File: config.mk
export PLATFORM = sky130hd
export DESIGN_NAME = instr_fetch_unit
export DESIGN_NICKNAME = d
export VERILOG_FILES = /design/src/rtl/instr_fetch_unit_pkg.sv /design/src/rtl/instr_fetch_unit_fetch_buf.sv /design/src/rtl/instr_fetch_unit.sv
export SDC_FILE = /design/constraint.sdc
export NUM_CORES = 1
export LEC_CHECK = 0
export CAP_MARGIN = 15
export CORE_AREA = 2 2 163 165
export CTS_BUF_LIST = sky130_fd_sc_hd__clkbuf_4
export CTS_CLUSTER_SIZE = 24
export DETAILED_ROUTE_END_ITERATION = 16
export DIE_AREA = 0 0 165 167
export GPL_TIMING_DRIVEN = 0
export MAX_ROUTING_LAYER = met4
export PLACE_DENSITY = 0.69
export RECOVER_POWER = 100
export SLEW_MARGIN = 10
export SYNTH_ARGS = -nofsm -noshare
export SYNTH_HDL_FRONTEND = slang
export SYNTH_HIERARCHICAL = 1
export SYNTH_SLANG_ARGS = --single-unit
File: constraint.sdc
create_clock -name clk_i_IF -period 14.55 [get_ports clk_i_IF]
set_input_delay 2.91 -clock clk_i_IF [delete_from_list [all_inputs] [get_ports clk_i_IF]]
set_output_delay 2.91 -clock clk_i_IF [all_outputs]
set_load 0.05 [all_outputs]
File: src/rtl/instr_fetch_unit_pkg.sv
// Shared constants, FSM state encoding and fetch-buffer entry type for the IF stage.
// Optional trace output in instr_fetch_unit is enabled by defining IF_TRACE_EN.
package instr_fetch_unit_pkg;

  localparam logic [31:0] INSTR_NOP    = 32'h0000_0013;
  localparam logic [31:0] CPU_RST_ADDR = 32'h0000_0000;
  localparam logic [31:0] ZERO_WORD    = 32'h0000_0000;

  typedef enum logic [1:0] {
    IF_IDLE = 2'd0,
    IF_REQ  = 2'd1,
    IF_DROP = 2'd2
  } if_state_e;

  typedef struct packed {
    logic [31:0] pc;
    logic [31:0] instr;
  } fetch_entry_t;

  function automatic logic [31:0] word_align(input logic [31:0] addr);
    return {addr[31:2], 2'b00};
  endfunction

endpackage

File: src/rtl/instr_fetch_unit_fetch_buf.sv
// Synchronous FIFO of {pc, instr} fetch results; flush empties it in one edge.
// Same-edge push and pop are legal at any occupancy, including full.
module instr_fetch_unit_fetch_buf
  import instr_fetch_unit_pkg::*;
#(
  parameter int unsigned DEPTH = 2,
  localparam int unsigned AW = $clog2(DEPTH),
  localparam int unsigned CW = AW + 1
) (
  input  logic         clk_i,
  input  logic         rst_i,
  input  logic         push_i,
  input  logic         pop_i,
  input  logic         flush_i,
  input  fetch_entry_t wdata_i,
  output fetch_entry_t rdata_o,
  output logic [CW-1:0] count_o,
  output logic         full_o,
  output logic         empty_o
);

  fetch_entry_t  mem_q [DEPTH];
  logic [AW-1:0] wr_ptr_q, rd_ptr_q;
  logic [CW-1:0] count_q;

  always_ff @(posedge clk_i) begin
    if (rst_i || flush_i) begin
      wr_ptr_q <= '0;
      rd_ptr_q <= '0;
      count_q  <= '0;
    end else begin
      if (push_i) wr_ptr_q <= wr_ptr_q + 1'b1;
      if (pop_i)  rd_ptr_q <= rd_ptr_q + 1'b1;
      count_q <= count_q + CW'(push_i) - CW'(pop_i);
    end
  end

  always_ff @(posedge clk_i) begin
    if (!rst_i && !flush_i && push_i) mem_q[wr_ptr_q] <= wdata_i;
  end

  assign rdata_o = mem_q[rd_ptr_q];
  assign count_o = count_q;
  assign full_o  = (count_q == CW'(DEPTH));
  assign empty_o = (count_q == '0);

endmodule

File: src/rtl/instr_fetch_unit.sv
// IF stage: owns the PC, fetches over imem req/ack, buffers words and feeds IF/ID.
// Define IF_TRACE_EN to $display every pop and every redirect target.
//
// state   | meaning
// IF_IDLE | buffer full, no request outstanding
// IF_REQ  | request to addr_q outstanding (req_q=0 only in the cycle after reset)
// IF_DROP | request outstanding for a stale address; its ack'd word is discarded
module instr_fetch_unit
  import instr_fetch_unit_pkg::*;
#(
  parameter logic [31:0] RST_ADDR  = CPU_RST_ADDR,
  parameter int unsigned BUF_DEPTH = 2
) (
  input  logic        clk_i_IF,
  input  logic        rst_i_IF,
  input  logic        stall_i_IF,
  input  logic        redirect_i_IF,
  input  logic [31:0] redirect_pc_i_IF,
  output logic        imem_req_o_IF,
  output logic [31:0] imem_addr_o_IF,
  input  logic        imem_ack_i_IF,
  input  logic [31:0] imem_rdata_i_IF,
  output logic [31:0] instr_o_IF,
  output logic [31:0] pc_addr_o_IF,
  output logic        valid_o_IF
);

  localparam int unsigned CW = $clog2(BUF_DEPTH) + 1;

  if_state_e     state_q;
  logic          req_q;
  logic [31:0]   pc_q, addr_q;
  logic [31:0]   instr_q, pc_addr_q;
  logic          valid_q;

  logic [31:0]   redirect_pc;
  logic          buf_push, buf_pop, buf_full, buf_empty, room_after_push;
  logic [CW-1:0] buf_count, occ_after;
  fetch_entry_t  buf_head;

  assign redirect_pc = word_align(redirect_pc_i_IF);
  assign buf_pop     = !redirect_i_IF && !stall_i_IF && !buf_empty;
  assign buf_push    = (state_q == IF_REQ) && req_q && imem_ack_i_IF && !redirect_i_IF;
  assign occ_after   = buf_count + CW'(buf_push) - CW'(buf_pop);
  assign room_after_push = (occ_after < CW'(BUF_DEPTH));

  instr_fetch_unit_fetch_buf #(.DEPTH(BUF_DEPTH)) u_fetch_buf (
    .clk_i   (clk_i_IF),
    .rst_i   (rst_i_IF),
    .push_i  (buf_push),
    .pop_i   (buf_pop),
    .flush_i (redirect_i_IF),
    .wdata_i ('{pc: pc_q, instr: imem_rdata_i_IF}),
    .rdata_o (buf_head),
    .count_o (buf_count),
    .full_o  (buf_full),
    .empty_o (buf_empty)
  );

  // addr_q is held through DROP so the address stays stable while the stale request completes
  always_ff @(posedge clk_i_IF) begin
    if (rst_i_IF) begin
      state_q <= IF_REQ;
      req_q   <= 1'b0;
      pc_q    <= RST_ADDR;
      addr_q  <= RST_ADDR;
    end else begin
      case (state_q)
        IF_IDLE: begin
          if (redirect_i_IF) begin
            pc_q    <= redirect_pc;
            addr_q  <= redirect_pc;
            state_q <= IF_REQ;
            req_q   <= 1'b1;
          end else if (!buf_full || buf_pop) begin
            state_q <= IF_REQ;
            req_q   <= 1'b1;
          end
        end
        IF_REQ: begin
          if (!req_q) begin
            req_q <= 1'b1;
            if (redirect_i_IF) begin
              pc_q   <= redirect_pc;
              addr_q <= redirect_pc;
            end
          end else if (redirect_i_IF) begin
            pc_q <= redirect_pc;
            if (imem_ack_i_IF) addr_q <= redirect_pc;
            else               state_q <= IF_DROP;
          end else if (imem_ack_i_IF) begin
            pc_q   <= pc_q + 32'd4;
            addr_q <= pc_q + 32'd4;
            if (!room_after_push) begin
              state_q <= IF_IDLE;
              req_q   <= 1'b0;
            end
          end
        end
        IF_DROP: begin
          if (redirect_i_IF) pc_q <= redirect_pc;
          if (imem_ack_i_IF) begin
            state_q <= IF_REQ;
            addr_q  <= redirect_i_IF ? redirect_pc : pc_q;
          end
        end
        default: begin
          state_q <= IF_REQ;
          req_q   <= 1'b1;
          addr_q  <= pc_q;
        end
      endcase
    end
  end

  always_ff @(posedge clk_i_IF) begin
    if (rst_i_IF) begin
      instr_q   <= INSTR_NOP;
      pc_addr_q <= RST_ADDR;
      valid_q   <= 1'b0;
    end else if (redirect_i_IF) begin
      instr_q <= INSTR_NOP;
      valid_q <= 1'b0;
    end else if (!stall_i_IF) begin
      if (!buf_empty) begin
        instr_q   <= buf_head.instr;
        pc_addr_q <= buf_head.pc;
        valid_q   <= 1'b1;
      end else begin
        instr_q <= INSTR_NOP;
        valid_q <= 1'b0;
      end
    end
  end

`ifdef IF_TRACE_EN
  always_ff @(posedge clk_i_IF) begin
    if (!rst_i_IF) begin
      if (buf_pop)       $display("IF pop pc=%h instr=%h", buf_head.pc, buf_head.instr);
      if (redirect_i_IF) $display("IF redirect target=%h", redirect_pc);
    end
  end
`else
  // trace disabled: no extra logic
`endif

  assign imem_req_o_IF  = req_q;
  assign imem_addr_o_IF = addr_q;
  assign instr_o_IF     = instr_q;
  assign pc_addr_o_IF   = pc_addr_q;
  assign valid_o_IF     = valid_q;

endmodule

Word-level counts from Yosys, hierarchy flattened
Memory sizes are Yosys's and may differ from the RTL's. A register that Yosys moved wholly into a read port is not among the register bits.
Cells that the tools add are included.
{ "op_classes": {"n_reduce_logical": 24, "bitwise": 4, "magnitude_cmp": 1, "addsub": 5, "eq_ne": 11, "mux": 33} }
{ "ops": {"columns": ["op", "n"], "rows": [
  ["$mux 32", 10],
  ["$pmux 32 s3", 1],
  ["$pmux 32 s2", 1],
  ["$add 32x3->32 const B", 1],
  ["$mux 2", 8],
  ["$ne 3x3->1 const B", 5],
  ["$mux 1", 11],
  ["$logic_and 1x1->1", 7],
  ["$pmux 2 s3", 1],
  ["$reduce_and 2->1", 3],
  ["$reduce_and 6->1", 1],
  ["$logic_not 1->1", 5],
  ["$eq 2x2->1 const B", 2],
  ["$logic_not 2->1", 2],
  ["$ne 2x2->1 const B", 2],
  ["$ne 4x4->1 const B", 1],
  ["$not 1->1", 4],
  ["$reduce_or 2->1", 2],
  ["$pmux 1 s3", 1],
  ["$reduce_and 3->1", 1],
  ["$add 1x1->1 const B", 2],
  ["$add 2x1->2", 1],
  ["$eq 2x1->1 const B", 1],
  ["$logic_or 1x1->1", 2],
  ["3 further kinds", 3]
]} }
{ "word_totals": {"memories": 1, "output_inout_bits": 98, "input_bits": 69, "reg_bits": 136, "wordCells": 89, "ramBits": 128} }
{ "mem_list": {"columns": ["name", "words", "word_bits", "read_ports", "rd_ports_with_merged_regs", "wr", "line_no", "text"], "rows": [
  ["u_fetch_buf.mem_q", 2, 64, 1, 1, 1, "instr_fetch_unit_fetch_buf.sv:22", "fetch_entry_t mem_q [DEPTH];"]
]} }

Depth between registers and ports, before layout
Gate-level depths: netlist of run 1.
{ "depth": {"word_depth": 12, "ltp_mapped": 11, "ltp_nobuf": 9} }

Cells and area by module
Netlist of run 1, hierarchy kept.
{ "by_module_without_submodules": {"columns": ["module", "instances", "cells_per_inst", "seq_area_each_um2", "area_per_inst_um2"], "rows": [
  ["instr_fetch_unit", 1, 939, 2642.5, 7109.3],
  ["instr_fetch_unit_fetch_buf", 1, 221, 3943.8, 5148.7]
]} }

Worst setup path before layout of run 1
No wires, ideal clock.
{ "synth_path": {"path_type": "input to register", "from": "input port redirect_i_IF", "to": "memory u_fetch_buf/mem_q[0][0] (netlist bit), enable pin", "arrival_time_ns": 10.412, "cell_stages": 5, "n_path_buf": 0, "setup_ns": 0.670, "path_slack_ns": 3.469, "t_required_ns": 13.880, "cell_sequence": "nand3b_1 nor2_1 nand2_1 clkinv_1 nor4b_1"} }
{ "synth_between": {"elab_chain_len": 5, "elab_cells_between_ends": 6, "classes_between": "mux (2); reduce/logical (4)"} }
{ "synth_rtl": {"columns": ["element", "line_no", "text"], "rows": [
  ["start, declared", "instr_fetch_unit.sv:17", "input logic redirect_i_IF,"],
  ["$logic_not 1->1", "instr_fetch_unit.sv:43", "assign buf_push = (state_q == IF_REQ) && req_q && imem_ack_i_IF && !redirect_i_IF;"],
  ["$logic_and 1x1->1", "instr_fetch_unit.sv:43", null],
  ["net buf_push", "instr_fetch_unit.sv:37", "logic buf_push, buf_pop, buf_full, buf_empty, room_after_push;"],
  ["$logic_and 1x1->1", "instr_fetch_unit_fetch_buf.sv:39", "if (!rst_i && !flush_i && push_i) mem_q[wr_ptr_q] <= wdata_i;"],
  ["$mux 1", "instr_fetch_unit_fetch_buf.sv:39", null],
  ["$mux 1 (implied by the code)", "instr_fetch_unit_fetch_buf.sv:39", null],
  ["end, declared", "instr_fetch_unit_fetch_buf.sv:22", null]
]} }
The timed path passes the listed nets, and every way through them passes these cells.

Worst setup path after layout of run 1
{ "layout_path": {"from": "input port redirect_i_IF", "to": "memory u_fetch_buf/mem_q[1][51] (netlist bit), enable pin"} }
Same word-level chain as after synthesis.

==> results of run 1 <==
worst paths after layout:
| check | start | to | slack [ns] |
|---|---|---|---|
| worst min register to register | pc_q[16] | u_fetch_buf/mem_q[0][48] | 0.44 |
| worst min-delay path | pc_q[16] | u_fetch_buf/mem_q[0][48] | 0.44 |
| worst max register to register | imem_req_o_IF | u_fetch_buf/mem_q[1][51] | 8.80 |
| worst max-delay path | redirect_i_IF | u_fetch_buf/mem_q[1][51] | 6.27 |
power groups by stage:
| stage | clock (mW) | sequential, mW | combinational [mW] |
|---|---|---|---|
| after floorplan | 0 | 0.860 | 0.0912 |
| after global placement | 0 | 0.838 | 0.208 |
| after detailed placement | 0 | 0.838 | 0.208 |
| after CTS | 0.688 | 0.821 | 0.209 |
| after global routing | 0.725 | 0.823 | 0.218 |
| final | 0.672 | 0.822 | 0.209 |
cells by family after synthesis:
family,after synthesis,synth area share [%]
compound gates,313,16.5
simple gates,366,14.4
xor+xnor,28,2.11
mux,68,8.04
buf+inv,115,4.66
flops,265,53.7
fa+ha+maj,5,0.510
synth_stat cells (all sizes together), types with 5 or more instances:
cell    number  area (um2)
dfxtp      137        2740
nand2      135         507
edfxtp     128        3840
nor2       104         390
a21oi       91         455
mux2        64         946
o21ai       63         315
clkbuf      62         233
a22oi       50         375
nor3        46         278
buf         32         260
inv         18        67.6
xnor2       17         149
nand3       15        92.6
a211oi      14         105
a221oi      12         111
or3         12        90.1
a21o        11        82.6
a31oi       11        68.8
nand4       11        81.3
o211ai      11        82.6
o22ai       10        62.6
xor2        10        87.6
nor4         9        75.1
nor2b        7        43.8
o221ai       6        52.6
a222oi       5        50.1
and3         5        31.3
ha           5        62.6
nand2b       5        31.3
area by class of cell:
class	count	area [um2]
fill	2234	10500
inverter	21	78.8
buffer	94	489
sequential	265	6590
clock inverter	15	67.6
clock buffer	114	856
timing repair buffer	172	1660
antenna	3	7.51
tap	335	419
multi-input combinational	780	5100
metal layers:
metal	up-vias	track usage, %
li1	4817	-
met2	663	47.2
met5	-	-
met3	113	8.79
met1	5096	42.2
met4	0	13.0
sequential cells by signal, summed over array words and instances, names as in the netlist, named ones only:
register and count:
imem_req_o_IF 1, u_fetch_buf/rd_ptr_q 1, valid_o_IF 1, pc_addr_o_IF 32, u_fetch_buf/mem_q 128, u_fetch_buf/wr_ptr_q 1
instr_o_IF 32, state_q 2, u_fetch_buf/count_o 2, pc_q 32, imem_addr_o_IF 32
per-stage QoR:
stage | TNS [ns] | power (mW) | utilization [%] | instance area, um2
global placement | -141.98 | 1.05 | 55.5 | 14300
finish | 0 | 1.70 | 59.2 | 15300
detailed placement | 0 | 1.05 | 55.9 | 14400
floorplan | 0 | 0.952 | - | 12300
global route | 0 | 1.77 | 59.2 | 15300
CTS | 0 | 1.72 | 59.5 | 15300
critical path, cell delays in order:
cell and delay [ns]:
dlygate4sd3_1 0.72, nand3b_1 0.46, nor2_1 0.58, nand2_1 0.42, clkinv_1 0.44, and3_1 1.01
clkbuf_1 1.87
==> impl_metrics.prom, run 1 <==
# TYPE chip_impl_metric gauge
chip_impl_metric{name="place.detailed.hpwl",unit="um"} 31000
chip_impl_info{name="setup.worst_path.start_class",value="input pin"} 1
chip_impl_metric{name="slew-limit-headroom",unit="%"} -69.4
chip_impl_metric{name="worst_hold_path.num_cells",unit=""} 0
chip_impl_metric{name="die_w",unit="um"} 165
chip_impl_metric{name="grt_first_pass_wirelength",unit="um"} 64100
chip_impl_metric{name="routabilityCongestion",unit=""} 0.993
chip_impl_metric{name="final_period_minus_worst_setup_slack",unit="ns"} 8.28
chip_impl_metric{name="final_clock_period_utilization_by_the_worst_path",unit="%"} 56.9
chip_impl_metric{name="detailedPlace.worstSlack",unit="ns"} 7.12
chip_impl_metric{name="design.core.area",unit="um2"} 25800
chip_impl_metric{name="synthToLayoutAreaGrowth",unit="%"} 24.5
chip_impl_info{name="worst_hold_path_type",value="flop to flop"} 1
chip_impl_metric{name="postCtsSetupRepairBufs",unit=""} 0
chip_impl_metric{name="dieArea",unit="um2"} 27600
chip_impl_metric{name="timing.final.setup_violations",unit=""} 0
chip_impl_metric{name="detail_route.wl_per_cell",unit="um"} 24.2
chip_impl_info{name="cts_tree",value="built"} 1
chip_impl_metric{name="first_global_vias",unit=""} 10400
chip_impl_metric{name="internal-power",unit="mW"} 1.22
chip_impl_info{name="worst_setup_path_end_kind",value="flop"} 1
chip_impl_metric{name="net_switching",unit="mW"} 0.479
chip_impl_metric{name="power.sequential.fraction",unit="%"} 48.3
chip_impl_metric{name="static_leak",unit="nW"} 5.66
chip_impl_info{name="layout.cells.most_common",value="dfxtp_1"} 1
chip_impl_metric{name="drtPass1Iterations",unit=""} 8
chip_impl_metric{name="synth.avg_cell_area",unit="um2"} 10.6
chip_impl_metric{name="cts_hold_buffers",unit=""} 0
chip_impl_metric{name="synth.lib_cells_used.distinct",unit=""} 71
chip_impl_metric{name="synth_area",unit="um2"} 12300
chip_impl_metric{name="power.ir.vdd_worst",unit="mV"} 0.0647
chip_impl_info{name="critPathKind",value="input pin to flop"} 1
chip_impl_metric{name="initial_core_util",unit="%"} 47.6
chip_impl_metric{name="ys_warn_count",unit=""} 6
chip_impl_metric{name="ctsResizeCount",unit=""} 0
chip_impl_metric{name="power_frac_clock",unit="%"} 39.4
chip_impl_metric{name="globalRoute.totalOverflow",unit=""} 0
chip_impl_metric{name="final_hold_violation_count",unit=""} 0
chip_impl_metric{name="clock_sink_count",unit=""} 265
chip_impl_info{name="layout.cells.most_common_list",value="137 x dfxtp_1, 135 x nand2_1, 132 x dlygate4sd3_1"} 1
chip_impl_metric{name="synth.ff_latch_count",unit=""} 265
chip_impl_metric{name="clk_pin_slew",unit="ns"} 0.07
chip_impl_metric{name="global_route_usage_over_all_layers",unit="%"} 32.2
chip_impl_metric{name="wirelength",unit="um"} 43500
chip_impl_metric{name="layout_cell_share_with_drive_strength_beyond_1",unit="%"} 15.9
chip_impl_metric{name="worst_skew_pair.late_latency",unit="ns"} 0.71
chip_impl_metric{name="antenna_found_initial",unit=""} 2
chip_impl_metric{name="timing.critical_path.arrival",unit="ns"} 8.47
chip_impl_info{name="violations_in_the_final_reports",value="max-capacitance violations, max-slew violations"} 1
chip_impl_metric{name="power.density",unit="nW/um2"} 112
chip_impl_metric{name="grt_start_max_net_pins",unit=""} 43
chip_impl_metric{name="cts-buffers-inserted",unit=""} 73
chip_impl_metric{name="antenna_left",unit=""} 0
chip_impl_info{name="synth_flop_cell",value="dfxtp_1"} 1
chip_impl_metric{name="worst_hold_check_slack",unit="ns"} 0.443
chip_impl_info{name="top_layer_used",value="met4"} 1
chip_impl_metric{name="drc_errors",unit=""} 0
chip_impl_info{name="run_status",value="finished, violations left"} 1
chip_impl_metric{name="drt-vias-per-instance",unit=""} 5.94
chip_impl_metric{name="switching_share",unit="%"} 28.2
chip_impl_metric{name="die_h",unit="um"} 167
chip_impl_metric{name="nNetsFinal",unit=""} 1481
chip_impl_metric{name="maximum_clock_rate",unit="MHz"} 121
chip_impl_metric{name="final.setup_skew",unit="ns"} 0.0923
chip_impl_metric{name="drt-initial-drc-count",unit=""} 1038
chip_impl_metric{name="layout_setup_ws",unit="ns"} 6.27
chip_impl_metric{name="detailroute.via_count",unit=""} 10700
chip_impl_metric{name="wl_met1",unit="um"} 18000
chip_impl_metric{name="stdcell_count",unit=""} 1799
chip_impl_info{name="setup_repair_after_global_routing_missed_its_margin",value="no"} 1
chip_impl_metric{name="tightestPinTransition",unit="ns"} 2.54
chip_impl_metric{name="met2WireLength",unit="um"} 19500
chip_impl_metric{name="synth.net_count",unit=""} 1234
chip_impl_metric{name="worstPathMaxFanout",unit=""} 42
chip_impl_metric{name="synth_async_sr_flop_share",unit="%"} 0
chip_impl_metric{name="io_buffers",unit=""} 162
chip_impl_metric{name="cap_violations",unit=""} 2
chip_impl_metric{name="maxSlewViolCount",unit=""} 52
chip_impl_metric{name="netlist_instances",unit=""} 1160
chip_impl_metric{name="row_count",unit=""} 59
chip_impl_info{name="clock-root-buffer",value="clkbuf_4"} 1
chip_impl_metric{name="power.share.combinational",unit="%"} 12.3
chip_impl_metric{name="i_o_pin_total",unit=""} 167
chip_impl_metric{name="critPathRequiredTime",unit="ns"} 14.74
chip_impl_metric{name="synth-seq-area-share",unit="%"} 53.7
chip_impl_metric{name="reg2regPathDepth",unit=""} 7
chip_impl_metric{name="numPlacedInstances",unit=""} 1667
chip_impl_metric{name="synth_edf_count",unit=""} 128
chip_impl_metric{name="cts.path.max_buffers",unit=""} 3
chip_impl_metric{name="met3RoutedLength",unit="um"} 4440
chip_impl_metric{name="clock_tree.htree_level_count",unit=""} 3
No activity file was read; power rests on OpenSTA's default activity.
==> inputs of run 2 (changes only) <==
==> constraint.sdc (replaced) <==
create_clock -name clk_i_IF -period 8.3 [get_ports clk_i_IF]
set_input_delay 1.66 -clock clk_i_IF [delete_from_list [all_inputs] [get_ports clk_i_IF]]
set_output_delay 1.66 -clock clk_i_IF [all_outputs]
set_load 0.05 [all_outputs]
==> impl_metrics.prom, run 2 (synthesis gave the netlist of run 1 again) <==
# TYPE chip_impl_metric gauge
chip_impl_info{name="run_status",value="finished, violations left"} 1
chip_impl_info{name="violations_in_the_final_reports",value="max-capacitance violations, max-slew violations"} 1
chip_impl_metric{name="antenna_found_initial",unit=""} 3
chip_impl_metric{name="internal-power",unit="mW"} 2.15
chip_impl_info{name="timing.hold.worst_endpoint",value="u_fetch_buf/mem_q[1][48]"} 1
chip_impl_metric{name="detailedPlace.worstSlack",unit="ns"} 2.47
chip_impl_metric{name="timing.final.setup_violations",unit=""} 0
chip_impl_info{name="top_layer_used",value="met4"} 1
chip_impl_metric{name="reg2regPathDepth",unit=""} 8
chip_impl_metric{name="worst_hold_path.num_cells",unit=""} 0
chip_impl_info{name="critPathKind",value="input pin to flop"} 1
chip_impl_metric{name="layout_cell_share_with_drive_strength_beyond_1",unit="%"} 16.3
chip_impl_metric{name="multi_input_comb_area",unit="um2"} 5090
chip_impl_metric{name="clk_pin_slew",unit="ns"} 0.06
chip_impl_metric{name="power.share.combinational",unit="%"} 12.2
chip_impl_metric{name="detail_route.wl_per_cell",unit="um"} 24.1
chip_impl_metric{name="cts-buffers-inserted",unit=""} 72
chip_impl_metric{name="cp_num_buf_inv",unit=""} 4
chip_impl_metric{name="critical-path-max-stage-delay",unit="ns"} 1.95
chip_impl_metric{name="slew-limit-headroom",unit="%"} -66.5
chip_impl_info{name="regToRegEndpoint",value="u_fetch_buf/mem_q[0][23]"} 1
chip_impl_metric{name="filler_cell_count",unit=""} 2233
chip_impl_info{name="setup.worst_path.start_class",value="input pin"} 1
chip_impl_metric{name="nNetsFinal",unit=""} 1476
chip_impl_metric{name="detailroute.via_count",unit=""} 10700
chip_impl_metric{name="drt-initial-drc-count",unit=""} 1216
chip_impl_metric{name="met3RoutedLength",unit="um"} 4310
chip_impl_metric{name="met2WireLength",unit="um"} 19400
chip_impl_metric{name="globalRoute.totalOverflow",unit=""} 0
chip_impl_metric{name="grt_first_pass_wirelength",unit="um"} 64100
chip_impl_info{name="layout.cells.most_common",value="dfxtp_1"} 1
chip_impl_metric{name="drt-vias-per-instance",unit=""} 5.98
chip_impl_metric{name="power.ir.vdd_worst",unit="mV"} 0.101
chip_impl_metric{name="wl_met1",unit="um"} 17800
chip_impl_metric{name="critPathRequiredTime",unit="ns"} 8.60
chip_impl_info{name="setup_repair_after_global_routing_missed_its_margin",value="no"} 1
chip_impl_metric{name="io_buffers",unit=""} 162
chip_impl_metric{name="clock_sink_count",unit=""} 265
chip_impl_metric{name="stdcell_count",unit=""} 1797
chip_impl_metric{name="cts.path.max_buffers",unit=""} 3
chip_impl_metric{name="place.detailed.hpwl",unit="um"} 30700
chip_impl_metric{name="final_hold_violation_count",unit=""} 0
chip_impl_info{name="critical_path.top_delay_family",value="simple AND/OR/NAND/NOR gates"} 1
chip_impl_metric{name="maximum_clock_rate",unit="MHz"} 151
chip_impl_metric{name="static_leak",unit="nW"} 5.68
chip_impl_metric{name="tightestPinTransition",unit="ns"} 2.46
chip_impl_metric{name="die_w",unit="um"} 165
chip_impl_metric{name="maxSlewViolCount",unit=""} 10
chip_impl_metric{name="wirelength",unit="um"} 43300
chip_impl_metric{name="clock_tree.htree_level_count",unit=""} 3
chip_impl_info{name="worst_setup_path_end_kind",value="flop"} 1
chip_impl_metric{name="power.sequential.fraction",unit="%"} 47.9
chip_impl_metric{name="drtPass1Iterations",unit=""} 5
chip_impl_metric{name="first_global_vias",unit=""} 10400
chip_impl_metric{name="timing.critical_path.arrival",unit="ns"} 6.93
chip_impl_metric{name="layout_setup_ws",unit="ns"} 1.67
chip_impl_metric{name="i_o_pin_total",unit=""} 167
chip_impl_metric{name="worst-r2r-setup-slack",unit="ns"} 2.93
chip_impl_metric{name="routabilityCongestion",unit=""} 1.00
chip_impl_info{name="clock-root-buffer",value="clkbuf_4"} 1
chip_impl_metric{name="drc_errors",unit=""} 0
chip_impl_metric{name="row_count",unit=""} 59
chip_impl_metric{name="power_frac_clock",unit="%"} 39.9
chip_impl_metric{name="dieArea",unit="um2"} 27600
chip_impl_metric{name="cap_violations",unit=""} 1
chip_impl_metric{name="cp_num_cells",unit=""} 8
chip_impl_metric{name="grt_start_max_net_pins",unit=""} 44
chip_impl_metric{name="worst_skew_pair.late_latency",unit="ns"} 0.72
chip_impl_info{name="timing.rr.start",value="imem_req_o_IF"} 1
chip_impl_metric{name="power.density",unit="nW/um2"} 196
chip_impl_metric{name="switching_share",unit="%"} 28.5
chip_impl_metric{name="ctsResizeCount",unit=""} 0
chip_impl_metric{name="synthToLayoutAreaGrowth",unit="%"} 25.0
chip_impl_metric{name="numPlacedInstances",unit=""} 1663
chip_impl_metric{name="largest_reg_flops",unit=""} 128
chip_impl_metric{name="cts_hold_buffers",unit=""} 0
chip_impl_metric{name="seqCellArea",unit="um2"} 6590
chip_impl_metric{name="die_h",unit="um"} 167
chip_impl_metric{name="net_switching",unit="mW"} 0.857
chip_impl_metric{name="final_clock_period_utilization_by_the_worst_path",unit="%"} 79.9
chip_impl_metric{name="postCtsSetupRepairBufs",unit=""} 0
chip_impl_info{name="layout.cells.most_common_list",value="137 x dfxtp_1, 135 x nand2_1, 132 x dlygate4sd3_1"} 1
chip_impl_info{name="worst_hold_path_type",value="flop to flop"} 1
chip_impl_metric{name="worstPathMaxFanout",unit=""} 13
chip_impl_metric{name="antenna_left",unit=""} 0
chip_impl_info{name="max_flop_register",value="u_fetch_buf/mem_q"} 1
chip_impl_metric{name="design.core.area",unit="um2"} 25800
chip_impl_info{name="cts_tree",value="built"} 1
chip_impl_info{name="hp-start",value="pc_q[16]"} 1
chip_impl_metric{name="global_route_usage_over_all_layers",unit="%"} 32.2
chip_impl_metric{name="final.setup_skew",unit="ns"} 0.0566
chip_impl_metric{name="final_period_minus_worst_setup_slack",unit="ns"} 6.63
chip_impl_info{name="crit_slowest_cell",value="nor4b_1"} 1
chip_impl_info{name="timing.critical_path.cells",value="dlygate4sd3_1 -> nand3b_1 -> nor2_1 -> nand2_1 -> clkinv_1 -> nor4b_1 -> buf_8 -> clkbuf_1"} 1
chip_impl_metric{name="initial_core_util",unit="%"} 47.6
run 2: cell count changes in the layout (fill, tap and decap cells not counted), moves of 2 or more:
cell / change
inv_6: +2
clkinv_2: -2
buf_8: +2
clkbuf_1: -8
inv_2: -2
run 2: layout make-up:
cell class / count / area share (%)
Tap cell: 335 / 2.74
Clock buffer: 115 / 5.63
Sequential cell: 265 / 43.0
Inverter: 21 / 0.514
Buffer: 94 / 3.19
Antenna cell: 4 / 0.0653
Multi-Input combinational cell: 780 / 33.2
Timing Repair Buffer: 168 / 11.1
Clock inverter: 15 / 0.547
run 2: worst max path at each step:
stage	start	end	slack [ns]
3_5_place_dp	redirect_i_IF	u_fetch_buf/mem_q[0][39]	2.47
6_report	redirect_i_IF	u_fetch_buf/mem_q[0][23]	1.67
4_1_cts	redirect_i_IF	u_fetch_buf/mem_q[0][47]	3.19
2_1_floorplan	redirect_i_IF	u_fetch_buf/mem_q[0][0]	1.72
5_1_grt	redirect_i_IF	u_fetch_buf/mem_q[0][23]	1.52
3_3_place_gp	redirect_i_IF	u_fetch_buf/mem_q[0][39]	-2.03
run 2: power by group through the flow:
stage,registers [mW],logic (mW),clock network (mW)
2_1_floorplan,1.51,0.160,0
3_3_place_gp,1.47,0.367,0
3_5_place_dp,1.47,0.366,0
4_1_cts,1.44,0.368,1.22
5_1_grt,1.44,0.384,1.30
6_report,1.44,0.368,1.20
run 2: metrics by stage:
stage               instance area (um2)  setup TNS [ns]  hold WS [ns]  power (mW)  util [%]
floorplan                         12300               0         0.420        1.67         -
global placement                  14300         -128.97         0.430        1.83      55.5
detailed placement                14400               0         0.446        1.83      55.9
CTS                               15400               0         0.446        3.03      59.6
global route                      15300               0         0.468        3.13      59.5
finish                            15300               0         0.431        3.01      59.5
run 2: per-layer routing:
metal | GRT usage, % | up-vias
met3 | 7.47 | 134
met1 | 41.8 | 5132
met5 | - | -
met2 | 48.3 | 667
li1 | - | 4809
met4 | 13.7 | 0
